`src/rtl/bp_be_prefetch_scheduler.sv`:
```
// Stride prefetch scheduler: learns per-PC strides from committed loads
// and issues start commands to the backend stride prefetch generator.
//
// Ports:
//   clk_i, reset_i (async, active-high)
//   ld_v_i/ld_pc_i/ld_eff_addr_i  committed load observations
//   flush_i                       drop pending command
//   v_o/ready_and_i               command handshake
//   pc_o/eff_addr_o/stride_o/loop_counter_o  command payload
//   issue_count_o/drop_count_o    only with BP_BE_PREFETCH_SCHED_STATS_EN

package bp_be_prefetch_pkg;

  typedef enum logic [0:0] {
    e_bp_default_cfg = 1'b0
  } bp_params_e;

  typedef enum logic {
    e_empty = 1'b0,
    e_full  = 1'b1
  } pend_state_e;

  function automatic int vaddr_width_f(bp_params_e cfg);
    case (cfg)
      e_bp_default_cfg: return 39;
      default:          return 39;
    endcase
  endfunction

endpackage

module bp_be_prefetch_scheduler
  import bp_be_prefetch_pkg::*;
#(
  parameter bp_params_e bp_params_p = e_bp_default_cfg,
  parameter int entries_p = 8,
  parameter int stride_width_p = 8,
  parameter int loop_range_p = 8,
  parameter int conf_width_p = 2,
  parameter int conf_threshold_p = 2,
  parameter int prefetch_depth_p = 4,
  localparam int vaddr_width_p = vaddr_width_f(bp_params_p)
) (
  input  logic                      clk_i,
  input  logic                      reset_i,
  input  logic                      ld_v_i,
  input  logic [vaddr_width_p-1:0]  ld_pc_i,
  input  logic [vaddr_width_p-1:0]  ld_eff_addr_i,
  input  logic                      flush_i,
  output logic                      v_o,
  input  logic                      ready_and_i,
  output logic [vaddr_width_p-1:0]  pc_o,
  output logic [vaddr_width_p-1:0]  eff_addr_o,
  output logic [stride_width_p-1:0] stride_o,
  output logic [loop_range_p-1:0]   loop_counter_o
`ifdef BP_BE_PREFETCH_SCHED_STATS_EN
  ,
  output logic [31:0]               issue_count_o,
  output logic [31:0]               drop_count_o
`endif
);

  localparam int idx_w_lp = $clog2(entries_p);
  localparam int tag_w_lp = vaddr_width_p - 2 - idx_w_lp;
  localparam logic [conf_width_p-1:0] conf_thr_lp =
    conf_width_p'(conf_threshold_p);
  localparam logic [conf_width_p-1:0] conf_max_lp = '1;
  localparam logic [loop_range_p-1:0] depth_lp =
    loop_range_p'(prefetch_depth_p);

  logic [entries_p-1:0]      v_r;
  logic [tag_w_lp-1:0]       tag_r    [entries_p];
  logic [vaddr_width_p-1:0]  addr_r   [entries_p];
  logic [stride_width_p-1:0] stride_r [entries_p];
  logic [conf_width_p-1:0]   conf_r   [entries_p];
  logic [loop_range_p-1:0]   cool_r   [entries_p];

  logic [idx_w_lp-1:0]       idx;
  logic [tag_w_lp-1:0]       tag;
  logic [vaddr_width_p-1:0]  delta;
  logic [conf_width_p-1:0]   conf_inc;
  logic                      hit, legal, match, trig;
  logic                      deq, accept;
  logic                      unused_pc_lsbs;

  pend_state_e state_r, state_n;

  assign unused_pc_lsbs = ^ld_pc_i[1:0];

  assign idx = ld_pc_i[2 +: idx_w_lp];
  assign tag = ld_pc_i[vaddr_width_p-1 -: tag_w_lp];
  assign hit = ld_v_i & v_r[idx] & (tag_r[idx] == tag);

  assign delta = ld_eff_addr_i - addr_r[idx];
  // Legal strides are positive and fit the generator's unsigned field;
  // backwards deltas wrap to huge values and fall out here.
  assign legal = (delta != '0)
               & (delta[vaddr_width_p-1:stride_width_p] == '0);
  assign match = legal & (delta[stride_width_p-1:0] == stride_r[idx]);

  assign conf_inc = (conf_r[idx] == conf_max_lp)
                  ? conf_r[idx]
                  : conf_r[idx] + 1'b1;

  assign trig = hit & match
              & (cool_r[idx] == '0)
              & (conf_inc >= conf_thr_lp);

  assign deq    = v_o & ready_and_i;
  assign accept = trig & ~flush_i & ((state_r == e_empty) | deq);

  always_ff @(posedge clk_i or posedge reset_i) begin
    if (reset_i) begin
      state_r <= e_empty;
    end else begin
      state_r <= state_n;
    end
  end

  always_comb begin
    state_n = state_r;
    if (flush_i) begin
      state_n = e_empty;
    end else if (accept) begin
      state_n = e_full;
    end else if (deq) begin
      state_n = e_empty;
    end
  end

  always_comb begin
    v_o = (state_r == e_full);
  end

  always_ff @(posedge clk_i or posedge reset_i) begin
    if (reset_i) begin
      pc_o           <= '0;
      eff_addr_o     <= '0;
      stride_o       <= '0;
      loop_counter_o <= '0;
    end else if (accept) begin
      pc_o           <= ld_pc_i;
      eff_addr_o     <= ld_eff_addr_i
                      + vaddr_width_p'(stride_r[idx]);
      stride_o       <= stride_r[idx];
      loop_counter_o <= depth_lp;
    end
  end

  always_ff @(posedge clk_i or posedge reset_i) begin
    if (reset_i) begin
      v_r <= '0;
      for (int i = 0; i < entries_p; i++) begin
        tag_r[i]    <= '0;
        addr_r[i]   <= '0;
        stride_r[i] <= '0;
        conf_r[i]   <= '0;
        cool_r[i]   <= '0;
      end
    end else if (ld_v_i) begin
      if (!hit) begin
        v_r[idx]      <= 1'b1;
        tag_r[idx]    <= tag;
        addr_r[idx]   <= ld_eff_addr_i;
        stride_r[idx] <= '0;
        conf_r[idx]   <= '0;
        cool_r[idx]   <= '0;
      end else begin
        addr_r[idx] <= ld_eff_addr_i;
        if (match) begin
          conf_r[idx] <= conf_inc;
          // A dropped trigger leaves cooldown at zero so the
          // next matching hit retries.
          if (accept) begin
            cool_r[idx] <= depth_lp;
          end else if (cool_r[idx] != '0) begin
            cool_r[idx] <= cool_r[idx] - 1'b1;
          end
        end else begin
          stride_r[idx] <= legal ? delta[stride_width_p-1:0] : '0;
          conf_r[idx]   <= '0;
        end
      end
    end
  end

`ifdef BP_BE_PREFETCH_SCHED_STATS_EN
  always_ff @(posedge clk_i or posedge reset_i) begin
    if (reset_i) begin
      issue_count_o <= '0;
      drop_count_o  <= '0;
    end else begin
      if (deq) begin
        issue_count_o <= issue_count_o + 32'd1;
      end
      if (trig & ~accept) begin
        drop_count_o <= drop_count_o + 32'd1;
      end
    end
  end
`endif

endmodule

```
`config.mk`:
```
export PLATFORM = sky130hd
export DESIGN_NAME = bp_be_prefetch_scheduler
export DESIGN_NICKNAME = d
export VERILOG_FILES = /design/src/rtl/bp_be_prefetch_scheduler.sv
export SDC_FILE = /design/constraint.sdc
export NUM_CORES = 2
export LEC_CHECK = 0
export BUFFER_PORTS_ARGS = -buffer_cell sky130_fd_sc_hd__buf_2
export CORE_ASPECT_RATIO = 0.75
export CORE_UTILIZATION = 49
export CTS_BUF_LIST = sky130_fd_sc_hd__clkbuf_4
export DETAILED_ROUTE_END_ITERATION = 10
export PLACE_DENSITY = 0.77
export SLEW_MARGIN = 20
export SYNTH_ARGS = -nofsm -noshare
export SYNTH_HDL_FRONTEND = slang
export SYNTH_SLANG_ARGS = --single-unit
```
`constraint.sdc`:
```
create_clock -name clk_i -period 62.6 [get_ports clk_i]
set_input_delay 6.26 -clock clk_i [delete_from_list [all_inputs] [get_ports clk_i]]
set_output_delay 6.26 -clock clk_i [all_outputs]
set_load 0.005 [all_outputs]
```
==> metrics <==
Peak Freq=0.07249 GHz; Pint=0.9744 mW; routed length per instance=25.51 um; Hold WS=0.4614 ns; first-pass GRT wire length=188,400 um; Clk pwr share=0.314; Multi-input gate area=18,990 sq um; FF/Latch Area=20,620 sq um; nets=3,710; max-cap violations=0; post-DR vias/cell=6.372; reg2reg setup slack=54.96 ns; Hold Fails Final Rpt=0; Post-synth EDFFs=0; status=finished, final reports clean; clock tree buffer depth=3; Arr. time, crit path=14.72 ns; Finished Core Util=0.5471; TNS Setup=0 ns; Synth cell types=83; Post-CTS Hold Fix Bufs=0; Seq cells post-synth=824; crit path from=ld_pc_i[4]; Root Driver=clkbuf_4; DR pass1 iterations=7; post-CTS setup buffer count=0; GR Util All Layers=0.2914; Max Fanout on Critical Path=57; reg2reg start=addr_r[84]; critical path required time=63.52 ns; Clk pin slew, worst setup/hold paths=0.07 ns; Sw Share=0.3105; Worst Hold Class=flop to flop; via count=30.77k; synthesized instance count=3,429; initial drt markers=3,573; area delta synth->final=10.32%; Seq/Total Area, Yosys=0.5051; Switch Pwr=0.4387 mW; post-CTS sizing=0; final wirelength=123,200 um; initial core utilization=0.4959; I/O Buffers=170; Final Critical Period=13.80 ns; Post-Syn Area=40,820 sq um; Worst-Margin Slew=1.142 ns; # DRC=0; CORE AREA=82,320 sq um; part of the power in registers=0.466; post-DP HPWL=77,520 um; total global routing overflow=0; Synth top cells by count=824 x dfrtp_1, 691 x mux2_2, 184 x clkbuf_1, 162 x nand2_1, 158 x o21ai_0; Pleak=19.82 nW; min-delay src=loop_counter_o[2]; combinational share of power=0.219; Std-Cell Rows=91; period utilization=0.2204; Pwr Density=31.38 nW/um^2; final setup vio count=0; antenna viol nets, final=0; post-synthesis area per instance=11.91 sq um; Placer Congestion=0.9622; H-tree levels=4; Area contributors post-synth=dfrtp_1 51%, mux2_2 19%, mux2i_1 2.3%; largest net degree at the start of global routing=156; io pins=178; Sink Count=824; Peak supply drop=0.01797 mV; Async S/R FF share, synth=1.000; vias in the first global route=30.77k; Synth top area share=0.5051; top-count cell post-synth=dfrtp_1; leading area contributor after synthesis=dfrtp_1; CTS tree=built; TritonCTS Buffers=203; Clk Latency, worst-skew pair=1.09 ns; Slew Viols, Final=0; Fillers=6,857; CP endpoint kind=flop; WS Path Type=input pin to flop; Worst Skew=0.06978 ns; Rel. slew slack=0.2343; synth warn=0; initial antenna violation count=3; RSZ-0062 raised after global routing=no; Synth Flop Type=dfrtp_1; die area=84,480 sq um; CP Launch Type=input pin; Chip Width=335.3 um; share of layout cells above drive strength 1=0.3529; Vert. Die Dim=252.0 um
[layer usage]
| metal | wire length (um) | global-route usage | vias to the layer above | share of wire |
|---|---|---|---|---|
| met1 | 53990 | 0.4223 | 15790 | 0.44 |
| met4 | 2973 | 0.09667 | 0 | 0.024 |
| li1 | - | - | 13120 | - |
| met2 | 54040 | 0.4308 | 1596 | 0.44 |
| met5 | 0 | 0 | - | 0 |
| met3 | 12170 | 0.06617 | 261 | 0.099 |
[cell families after synthesis]
| kind of cell | synth area share |
|---|---|
| flops | 0.5051 |
| xor+xnor | 0.02182 |
| simple gates | 0.07684 |
| mux | 0.2206 |
| other cells | 0.00009186 |
| buf+inv | 0.03454 |
| compound gates | 0.1256 |
| fa+ha+maj | 0.01539 |
[placed cells by master, fill, tap and decap left out, drive strengths merged, types with 38 or more instances in the layout]
cell,Yosys,layout
nand3b,69,69
buf,114,235
ha,47,47
xnor2,60,60
inv,42,47
mux2,694,694
nand2,163,163
nand3,50,50
a22oi,93,93
a221oi,75,75
xor2,39,39
clkinv,2,38
clkbuf,184,292
dfrtp,824,824
mux2i,92,92
a21oi,84,84
o2bb2ai,63,63
nor2,121,121
o21ai,168,168
[power groups by stage]
stage,Clock [mW],Sequential [mW],Combinational [mW]
2_1_floorplan,0,0.655,0.224
3_3_place_gp,0,0.663,0.298
3_5_place_dp,0,0.667,0.303
4_1_cts,0.451,0.658,0.304
5_1_grt,0.476,0.668,0.332
6_report,0.444,0.659,0.310
[worst max-delay path, cell delays in order]
cell	delay, ns
clkbuf_8	0.47
buf_4	0.69
mux2i_1	0.49
nor2_1	0.19
a21oi_1	0.29
o211ai_1	0.25
a221oi_1	0.39
ha_1	0.43
a21oi_1	0.30
nand2_1	0.13
o21ai_1	0.53
a2111oi_4	0.24
o211ai_1	0.24
mux2_2	0.37
or3_1	0.43
nor4_4	0.48
and4b_1	0.50
and4_4	0.65
buf_4	0.78
mux2_2	0.42
[flip-flops by register name, indices dropped and copies added, names as in the netlist]
signal,cells
conf_r,16
v_o,1
eff_addr_o,39
addr_r,312
cool_r,64
stride_o,8
v_r,8
loop_counter_o,1
tag_r,272
stride_r,64
pc_o,39
[layout make-up]
| class | instances | area share |
|---|---|---|
| Sequential cell | 824 | 0.4579 |
| Multi-Input combinational cell | 2269 | 0.4217 |
| Clock buffer | 291 | 0.04851 |
| Tap cell | 1116 | 0.03101 |
| Timing Repair Buffer | 236 | 0.03056 |
| Clock inverter | 45 | 0.006335 |
| Inverter | 44 | 0.003834 |
| Antenna cell | 3 | 0.0001667 |
[per-stage QoR]
stage                     power, mW  setup slack (ns)  instances  instance area (sq um)
after global placement       0.9608             47.92       4489                  42540
after floorplan              0.8796             33.19       3435                  40850
after CTS                     1.412             49.10       4825                  45010
after global routing          1.476             48.57       4827                  45030
after detailed placement     0.9698             47.97       4489                  42540
final                         1.413             48.80       4828                  45030
[path summary, 6_finish.rpt]
check / endpoint / depth (start not counted)
worst max-delay path: eff_addr_o[13] / 20
worst min-delay path: loop_counter_o[2] / 1
worst max register to register: eff_addr_o[13] / 18
worst min register to register: loop_counter_o[2] / 1
max in group asynchronous: tag_r[11] / 5
min in group asynchronous: pc_o[6] / 2
Power figures use the tool's default switching activity.
